## src/rtl/row_render_pipe_if.sv

```systemverilog
// Pixel-pipe bundle between the ray tracer (line attributes, pixel stream) and the VGA pixel mux.
// master drives line/pixel inputs and consumes the coloured result; slave is the renderer.
interface row_render_pipe_if #(
  parameter int HPOS_BITS = 10,
  parameter int SIZE_BITS = 11,
  parameter int TEX_BITS  = 6
);
  logic                 line_load;
  logic [1:0]           wall;
  logic                 side;
  logic [SIZE_BITS-1:0] size;
  logic [TEX_BITS-1:0]  texu;
  logic                 vinf;
  logic [TEX_BITS-1:0]  leak;

  logic                 pix_valid;
  logic [HPOS_BITS-1:0] hpos;
  logic [TEX_BITS-1:0]  texv;
  logic                 ext_en;
  logic [5:0]           ext_rgb;
  logic [5:0]           bg_rgb;

  logic                 out_valid;
  logic                 hit;
  logic [5:0]           rgb;

  modport master (
    output line_load, wall, side, size, texu, vinf, leak,
    output pix_valid, hpos, texv, ext_en, ext_rgb, bg_rgb,
    input  out_valid, hit, rgb
  );

  modport slave (
    input  line_load, wall, side, size, texu, vinf, leak,
    input  pix_valid, hpos, texv, ext_en, ext_rgb, bg_rgb,
    output out_valid, hit, rgb
  );
endinterface

```

## src/rtl/row_render_pipe.sv

```systemverilog
// Per-row wall renderer: latches line attributes and visible span, then colours each pixel in 2 stages.
// Latency 2 clocks pixel->out_valid, 1 pixel/clock; no backpressure, pipeline never stalls.
module row_render_pipe #(
  parameter int H_VIEW    = 640,
  parameter int HPOS_BITS = 10,
  parameter int SIZE_BITS = 11,
  parameter int TEX_BITS  = 6
) (
  input  logic           clk,
  input  logic           reset_n,
  row_render_pipe_if.slave bus
);

  localparam int HALF = H_VIEW / 2;
  localparam int SW   = HPOS_BITS + 1;
  localparam int EW   = ((SIZE_BITS > SW) ? SIZE_BITS : SW) + 1;

  typedef struct packed {
    logic [1:0]          wall;
    logic                side;
    logic [TEX_BITS-1:0] texu;
    logic                vinf;
    logic [TEX_BITS-1:0] leak;
    logic                full;
    logic [SW-1:0]       span_lo;
    logic [SW-1:0]       span_hi;
  } line_t;

  line_t line_q;
  line_t line_n;

  // ---------------- line attribute capture ----------------
  logic [EW-1:0] size_e;
  logic [EW-1:0] half_e;
  logic [EW-1:0] hi_e;
  logic [EW-1:0] last_e;

  assign size_e = EW'(bus.size);
  assign half_e = EW'(HALF);
  assign last_e = EW'(H_VIEW - 1);
  assign hi_e   = half_e + size_e;

  always_comb begin
    line_n         = line_q;
    line_n.wall    = bus.wall;
    line_n.side    = bus.side;
    line_n.texu    = bus.texu;
    line_n.vinf    = bus.vinf;
    line_n.leak    = bus.leak;
    line_n.full    = (size_e > half_e);
    // A full-height wall ignores the span, so park it at the whole trace.
    if (line_n.full) begin
      line_n.span_lo = '0;
      line_n.span_hi = SW'(H_VIEW - 1);
    end else begin
      line_n.span_lo = SW'(half_e - size_e);
      line_n.span_hi = (hi_e > last_e) ? SW'(last_e) : SW'(hi_e);
    end
  end

  always_ff @(posedge clk or negedge reset_n) begin
    if (!reset_n) begin
      line_q         <= '0;
      line_q.span_lo <= SW'(HALF);
      line_q.span_hi <= SW'(HALF);
    end else if (bus.line_load) begin
      line_q <= line_n;
    end
  end

  // ---------------- stage 1: hit classification ----------------
  logic          acc;
  logic [SW-1:0] hpos_e;
  logic          in_span;
  logic          left_half;
  logic          hit_n;

  assign acc       = bus.pix_valid & ~bus.line_load;
  assign hpos_e    = {1'b0, bus.hpos};
  assign in_span   = (line_q.span_lo <= hpos_e) && (hpos_e <= line_q.span_hi);
  assign left_half = (hpos_e < SW'(HALF));
  // texv==0 on the right half is the floor row, never wall unless infinite height.
  assign hit_n     = (bus.texv >= line_q.leak) &&
                     (line_q.vinf || ((left_half || (bus.texv != '0)) && (line_q.full || in_span)));

  logic                v1;
  logic                hit1;
  logic [TEX_BITS-1:0] u1;
  logic [TEX_BITS-1:0] t1;
  logic                ee1;
  logic [5:0]          bg1;
  logic [1:0]          wall1;
  logic                side1;

  always_ff @(posedge clk or negedge reset_n) begin
    if (!reset_n) begin
      v1    <= 1'b0;
      hit1  <= 1'b0;
      u1    <= '0;
      t1    <= '0;
      ee1   <= 1'b0;
      bg1   <= '0;
      wall1 <= '0;
      side1 <= 1'b0;
    end else begin
      v1 <= acc;
      if (acc) begin
        hit1  <= hit_n;
        u1    <= line_q.texu;
        t1    <= bus.texv;
        ee1   <= bus.ext_en;
        bg1   <= bus.bg_rgb;
        wall1 <= line_q.wall;
        side1 <= line_q.side;
      end
    end
  end

  // ---------------- stage 2: colour ----------------
  function automatic logic [5:0] shade(input logic s, input logic [5:0] lt, input logic [5:0] dk);
    return s ? lt : dk;
  endfunction

  logic       mortar;
  logic [5:0] gen;

  always_comb begin
    gen    = '0;
    mortar = ((u1[4:0] == 5'd6) && !t1[3]) || ((u1[4:0] == 5'd24) && t1[3]);
    case (wall1)
      2'd0: gen = shade(side1, 6'b000011, 6'b000010);
      2'd1: gen = {u1[0], side1, u1[2], side1, u1[4], side1} ^
                  {t1[0], 1'b0,  t1[2], 1'b0,  t1[4], 1'b0};
      2'd2: begin
        if (mortar)
          gen = shade(side1, 6'b101010, 6'b010101);
        else if (t1[2:0] == 3'd0)
          gen = u1[0] ? shade(side1, 6'b010101, 6'b000000)
                      : shade(side1, 6'b101010, 6'b010101);
        else if (t1[2:0] == 3'd7)
          gen = shade(side1, 6'b110100, 6'b110000);
        else if (t1[2:0] == 3'd1)
          gen = shade(side1, 6'b010000, 6'b000000);
        else
          gen = shade(side1, 6'b110000, 6'b100000);
      end
      default: begin
        if ((u1[3:1] == 3'd0) || (t1[3:1] == 3'd7))
          gen = shade(side1, 6'b110111, 6'b100010);
        else if ((u1[3:1] == 3'd7) || (t1[3:1] == 3'd0))
          gen = shade(side1, 6'b100010, 6'b010001);
        else
          gen = shade(side1, 6'b100011, 6'b010010);
      end
    endcase
  end

  // Dark side halves each 2-bit channel; ext_rgb arrives one cycle after its pixel.
  logic [5:0] ext_dim;
  logic [5:0] pix_rgb;

  assign ext_dim = side1 ? bus.ext_rgb
                         : {1'b0, bus.ext_rgb[5], 1'b0, bus.ext_rgb[3], 1'b0, bus.ext_rgb[1]};
  assign pix_rgb = !hit1 ? bg1 : (ee1 ? ext_dim : gen);

  logic       ov_q;
  logic       hit_q;
  logic [5:0] rgb_q;

  always_ff @(posedge clk or negedge reset_n) begin
    if (!reset_n) begin
      ov_q  <= 1'b0;
      hit_q <= 1'b0;
      rgb_q <= '0;
    end else begin
      ov_q  <= v1;
      hit_q <= v1 & hit1;
      if (v1) rgb_q <= pix_rgb;
    end
  end

  assign bus.out_valid = ov_q;
  assign bus.hit       = hit_q;
  assign bus.rgb       = rgb_q;

  logic unused_tex;
  assign unused_tex = ^{u1, t1};

endmodule

```

## src/flat_wrapper.sv

```systemverilog
// flat-port wrapper written by rule: the top's interface ports become plain ports
module row_render_pipe_flat 
#(
  parameter int H_VIEW    = 640,
  parameter int HPOS_BITS = 10,
  parameter int SIZE_BITS = 11,
  parameter int TEX_BITS  = 6
)
  (clk, reset_n, bus_line_load, bus_wall, bus_side, bus_size, bus_texu, bus_vinf, bus_leak, bus_pix_valid, bus_hpos, bus_texv, bus_ext_en, bus_ext_rgb, bus_bg_rgb, bus_out_valid, bus_hit, bus_rgb);
  row_render_pipe_if #(.HPOS_BITS(HPOS_BITS), .SIZE_BITS(SIZE_BITS), .TEX_BITS(TEX_BITS)) bus_i ();
  input  logic clk;
  input  logic reset_n;
  input wire logic [$bits(bus_i.line_load)-1:0] bus_line_load;
  input wire logic [$bits(bus_i.wall)-1:0] bus_wall;
  input wire logic [$bits(bus_i.side)-1:0] bus_side;
  input wire logic [$bits(bus_i.size)-1:0] bus_size;
  input wire logic [$bits(bus_i.texu)-1:0] bus_texu;
  input wire logic [$bits(bus_i.vinf)-1:0] bus_vinf;
  input wire logic [$bits(bus_i.leak)-1:0] bus_leak;
  input wire logic [$bits(bus_i.pix_valid)-1:0] bus_pix_valid;
  input wire logic [$bits(bus_i.hpos)-1:0] bus_hpos;
  input wire logic [$bits(bus_i.texv)-1:0] bus_texv;
  input wire logic [$bits(bus_i.ext_en)-1:0] bus_ext_en;
  input wire logic [$bits(bus_i.ext_rgb)-1:0] bus_ext_rgb;
  input wire logic [$bits(bus_i.bg_rgb)-1:0] bus_bg_rgb;
  output wire logic [$bits(bus_i.out_valid)-1:0] bus_out_valid;
  output wire logic [$bits(bus_i.hit)-1:0] bus_hit;
  output wire logic [$bits(bus_i.rgb)-1:0] bus_rgb;
  assign bus_i.line_load = bus_line_load;
  assign bus_i.wall = bus_wall;
  assign bus_i.side = bus_side;
  assign bus_i.size = bus_size;
  assign bus_i.texu = bus_texu;
  assign bus_i.vinf = bus_vinf;
  assign bus_i.leak = bus_leak;
  assign bus_i.pix_valid = bus_pix_valid;
  assign bus_i.hpos = bus_hpos;
  assign bus_i.texv = bus_texv;
  assign bus_i.ext_en = bus_ext_en;
  assign bus_i.ext_rgb = bus_ext_rgb;
  assign bus_i.bg_rgb = bus_bg_rgb;
  assign bus_out_valid = bus_i.out_valid;
  assign bus_hit = bus_i.hit;
  assign bus_rgb = bus_i.rgb;
  row_render_pipe #(.H_VIEW(H_VIEW), .HPOS_BITS(HPOS_BITS), .SIZE_BITS(SIZE_BITS), .TEX_BITS(TEX_BITS)) u_core (.clk(clk), .reset_n(reset_n), .bus(bus_i));
endmodule
```

## config.mk

```make
export PLATFORM = sky130hd
export DESIGN_NAME = row_render_pipe_flat
export DESIGN_NICKNAME = d
export VERILOG_FILES = /design/src/rtl/row_render_pipe_if.sv /design/src/rtl/row_render_pipe.sv /design/src/flat_wrapper.sv
export SDC_FILE = /design/constraint.sdc
export NUM_CORES = 1
export LEC_CHECK = 0
export ABC_CLOCK_PERIOD_IN_PS = 4940
export CORE_MARGIN = 2
export CORE_UTILIZATION = 45
export CTS_CLUSTER_SIZE = 20
export DETAILED_ROUTE_END_ITERATION = 6
export PLACE_DENSITY = 0.77
export SETUP_SLACK_MARGIN = 0.05
export SLEW_MARGIN = 10
export SYNTH_ARGS = -nofsm -noshare
export SYNTH_HDL_FRONTEND = slang
export SYNTH_SLANG_ARGS = --single-unit
```

## constraint.sdc

```tcl
create_clock -name clk -period 4.94 [get_ports clk]
set_clock_uncertainty 0.05 [all_clocks]
set_input_delay 0.494 -clock clk [delete_from_list [all_inputs] [get_ports clk]]
set_output_delay 0.494 -clock clk [all_outputs]
set_load 0.01 [all_outputs]
```

### Word level (Yosys, flattened, before mapping)

Index checks and enable logic that the tools add are counted.

| word-level totals | value |
|---|---|
| logic and storage cells | 78 |
| register bits after elaboration | 68 |
| input bits | 60 |

| operators by class | value |
|---|---|
| $lt $le $gt $ge | 6 |
| $add $sub $neg | 2 |
| eq/ne operators | 8 |
| multiplexer cells | 22 |
| reduce and logical (&&, ||, !) cells | 17 |
| bitwise logic cells | 4 |

Operators by type and width:

| cell | count |
|---|---|
| $mux 6 | 13 |
| $mux 22 | 1 |
| $mux 5 | 4 |
| $pmux 6 s3 | 1 |
| $add 9x11->12 const A | 1 |
| $gt 12x10->1 const B | 1 |
| $gt 11x9->1 const B | 1 |
| $le 10x11->1 | 1 |
| $le 11x10->1 | 1 |
| $mux 11 | 1 |
| $sub 9x11->11 const A | 1 |
| $lt 10x9->1 const B | 1 |
| $eq 3x3->1 const B | 3 |
| $logic_not 3->1 | 3 |
| $ge 6x6->1 | 1 |
| $logic_or 1x1->1 | 6 |
| $reduce_bool 6->1 | 1 |
| $xor 6x6->6 | 1 |
| $eq 5x3->1 const B | 1 |
| $eq 5x5->1 const B | 1 |
| $logic_and 1x1->1 | 5 |
| $eq 3x1->1 const B | 1 |
| $mux 3 | 1 |
| $and 1x1->1 | 2 |
| other kinds (6) | 6 |

### Logic depth before layout (Yosys ltp)

| logic depth | value |
|---|---|
| depth after elaboration | 8 |
| depth in mapped cells | 9 |

### Least setup slack after synthesis

No wires, ideal clock.

| path | value |
|---|---|
| path type | input to register |
| start point | in bus_size[1] |
| end point | reg u_core.line_q[0] (netlist name) |
| required time | 4.769 ns |
| buffers on the path | 0 |
| arrival time | 2.044 ns |
| cell stages on the path | 6 |
| setup slack | 2.724 ns |
| setup time | 0.121 ns |
| path through | or3_4 -> o41ai_2 -> nand2_1 -> mux2_2 -> o31a_1 -> o22a_1 |

| between the ends | value |
|---|---|
| word-level cells in the longest chain between the ends | 4 |
| elaborated cells on any way between the ends | 5 |
| those cells by class | add/sub (1); order compare (2); mux (2) |

RTL lines:

| what | line | RTL |
|---|---|---|
| start: declaration | flat_wrapper.sv:16 | `input wire logic [$bits(bus_i.size)-1:0] bus_size;` |
| $add 9x11->12 | row_render_pipe.sv:41 | `assign hi_e = half_e + size_e;` |
| $gt 12x10->1 | row_render_pipe.sv:57 | `line_n.span_hi = (hi_e > last_e) ? SW'(last_e) : SW'(hi_e);` |
| $mux 11 | row_render_pipe.sv:57 |  |
| $mux 22 * | row_render_pipe.sv:52 | `if (line_n.full) begin` |
| end signal: assignment | row_render_pipe.sv:67 | `line_q <= line_n;` |
| end: declaration | row_render_pipe.sv:29 | `line_t line_q;` |

Mark *: on every way between the ends. The rest lies on a longest branch, timed or not.
A chain may end at the register's enable or synchronous reset.

### Worst setup path after layout

| path | value |
|---|---|
| start point | in bus_size[1] |
| end point | reg u_core.line_q[5] (netlist name) |

The elaborated chain is that of the path after synthesis.

==> results.cfg <==
[drt]
drc = 0
firstDrtPassIters = 4
routed.top_layer = met4
vias = 3067
wl_microns = 8720
drt_iter0_drc = 109
ant_nets = 0
avgViaCountPerCell = 5.40
wl_per_cell_microns = 15.4
met2_length_microns = 4500
wl_met3_microns = 441
wl_met1_microns = 3670

[yosys]
syn_avg_cell_area_sq_um = 10.0
syn_nets = 487
synth_top_area_share = 0.410
ys_seq_elements = 68
yosys-top-cells-area = dfrtp_1, ha_1, mux2_2, inv_1, nand2_1
yosysWarnings = 0
syn_inst = 391
synthArstFlopShare = 1.00
synth.yosys.seq_area_share = 0.437
yosysUniqueCellTypes = 46
ys.flop_type = dfrtp_1
synth_top_cell_by_area = dfrtp_1
synth_edf_count = 0
syn_area_sq_um = 3910

[grt]
antenna_found_initial = 0
grt_pass1_wl_microns = 14800
grt_start_max_net_pins = 69
track_usage = 0.194
grt-ovfl-total = 0
grt_pass1_vias = 3278

[clocking]
post-cts-setup-buffers = 0
hold_buffers = 0
cts_buffers = 9
cts_tree = built
clk_pin_slew_ns = 0.07
ctsResizeCount = 0
cts_max_level = 3
clock-root-buffer = clkbuf_8
cts_buffer_depth = 2
clock-sinks = 68
clk_latency_ns = 0.35

[place]
place_ws_ns = 2.00
numPortBuffers = 66
routabilityCongestion = 0.881
detailed_place_hpwl_microns = 6520

[critical_path]
path_max_fanout = 8
end_kind = flip-flop
crit_path_cell_trace = clkdlybuf4s50_1 -> or3_4 -> o41ai_2 -> nand2_1 -> mux2_2 -> o31a_1 -> o22a_1
critPathSlowestCell = clkdlybuf4s50_1
crit_buf_inv = 1
crit_arrival_ns = 2.74
crit_family = compound AO/OA/AOI/OAI gates
cp-start-kind = primary input
cpPeakStageDelay_ns = 0.48
critPathRequiredTime_ns = 5.12
setup.worst_path.class = in2reg

[timing]
post-route-min-period_ns = 2.56
hold_violations = 0
worst-slew-pin-transition_ns = 0.846
fin_ws_ns = 2.38
slew_headroom = 0.436
setup_viol = 0
fin_tns_setup_ns = 0
slew_violations = 0
period_share = 0.518
fmax_mhz = 391
rsz0062_at_grt = false

[cells_and_area]
layout_commonest_cell = clkdlybuf4s50_1
diodes = 0
nets = 551
drive_gt1_frac = 0.117
final_cell_mix = clkdlybuf4s50_1, dfrtp_1, inv_1
area_delta_synth_final_pct = 24.9

[floorplan]
core_sq_um = 8550
initial_utilization = 0.457
rows = 34
pin_count = 68
die_area_sq_um = 9450
dieHeight_microns = 97.2
die_x_microns = 97.2

[power_and_ir_drop]
powerDensity_nw_per_um2 = 313
ir_worst_vdd_v = 0.000193
p_leak_uw = 0.00219

[min_path]
hp-class = in2async

[run_status]
status = complete, no violations

[run]
maxCapViolCount = 0
worst register-to-register path: cells and delay by family (launching register included):
kind | cells | cell delay [ns]
AO/OA/AOI/OAI | 3 | 1.00
flip-flops | 1 | 0.44
multiplexers | 1 | 0.17
AND/OR/NAND/NOR | 2 | 0.33
cells in the mapped netlist, types with 4 or more instances:
cell type and n:
o22a_1 7, o22ai_1 13, a211oi_1 4, xnor2_1 5, nor2_1 15, nand2b_1 4
nand2_1 31, o21a_1 5, mux2_2 27, dfrtp_1 64, clkbuf_1 11, o21ai_0 21
a31oi_1 6, nor2b_1 5, xor2_1 6, a21oi_1 13, nor3_1 5, a21o_1 5
dfstp_2 4, ha_1 36, mux2i_1 6, buf_1 4, nand3_1 10, inv_1 49
routing by layer:
metal | track usage | vias to the layer above
met5 | 0 | -
met4 | 0.0639 | 0
met3 | 0.0453 | 11
met2 | 0.347 | 86
met1 | 0.227 | 1466
li1 | - | 1504
worst paths after layout:
check / to / depth (start not counted) / from / slack [ns]
min reg2reg: u_core.line_q[19] / 2 / u_core.line_q[19] / 0.44
max: u_core.line_q[5] / 7 / bus_size[1] / 2.38
max in group asynchronous: u_core.line_q[9] / 2 / reset_n / 4.01
min: u_core.bus.rgb[5] / 2 / reset_n / 0.29
max reg2reg: u_core.bus.rgb[0] / 6 / u_core.u1[3] / 2.82
min in group clk: u_core.line_q[19] / 2 / u_core.line_q[19] / 0.44
cells by family (layout without fill, tap and decap cells):
group | after synthesis | after routing | share of synthesized area
flip-flops | 68 | 68 | 0.437
XOR/XNOR | 11 | 11 | 0.0246
AND/OR/NAND/NOR | 85 | 85 | 0.107
buffers and inverters | 64 | 133 | 0.0615
AO/OA/AOI/OAI | 94 | 94 | 0.162
adder cells (fa/ha/maj) | 36 | 36 | 0.115
multiplexers | 33 | 33 | 0.0932
layout make-up:
cell class | instances | area [sq um]
Clock inverter | 7 | 100
Timing Repair Buffer | 68 | 671
Clock buffer | 9 | 124
Inverter | 49 | 184
Tap cell | 108 | 135
Fill cell | 761 | 3670
Multi-Input combinational cell | 259 | 1960
Sequential cell | 68 | 1710
flip-flops by register name (all words and copies together), names as in the netlist:
name	cells
u_core.v1	1
u_core.side1	1
u_core.u1	5
u_core.bg1	6
u_core.hit1	1
u_core.bus.out_valid	1
u_core.t1	5
u_core.line_q	38
u_core.wall1	2
u_core.bus.rgb	6
u_core.ee1	1
u_core.bus.hit	1
metrics by stage:
step | cells | instance area, sq um | hold WS, ns | power [uW] | utilization
final | 568 | 4880 | 0.287 | 1530 | 0.571
after global routing | 568 | 4880 | 0.367 | 1620 | 0.571
after CTS | 568 | 4880 | 0.315 | 1540 | 0.571
after floorplan | 391 | 3910 | 0.148 | 871 | -
after detailed placement | 552 | 4660 | 0.431 | 1030 | 0.545
after global placement | 552 | 4660 | 0.421 | 1010 | 0.545
where the power goes:
| group | leakage, uW | total, uW | internal (uW) | switching, uW |
|---|---|---|---|---|
| clock | 0.000102 | 512 | 286 | 226 |
| combinational | 0.00129 | 326 | 175 | 151 |
| sequential | 0.000802 | 688 | 621 | 67.5 |
| total | 0.00219 | 1530 | 1080 | 444 |
Power figures use the tool's default switching activity.
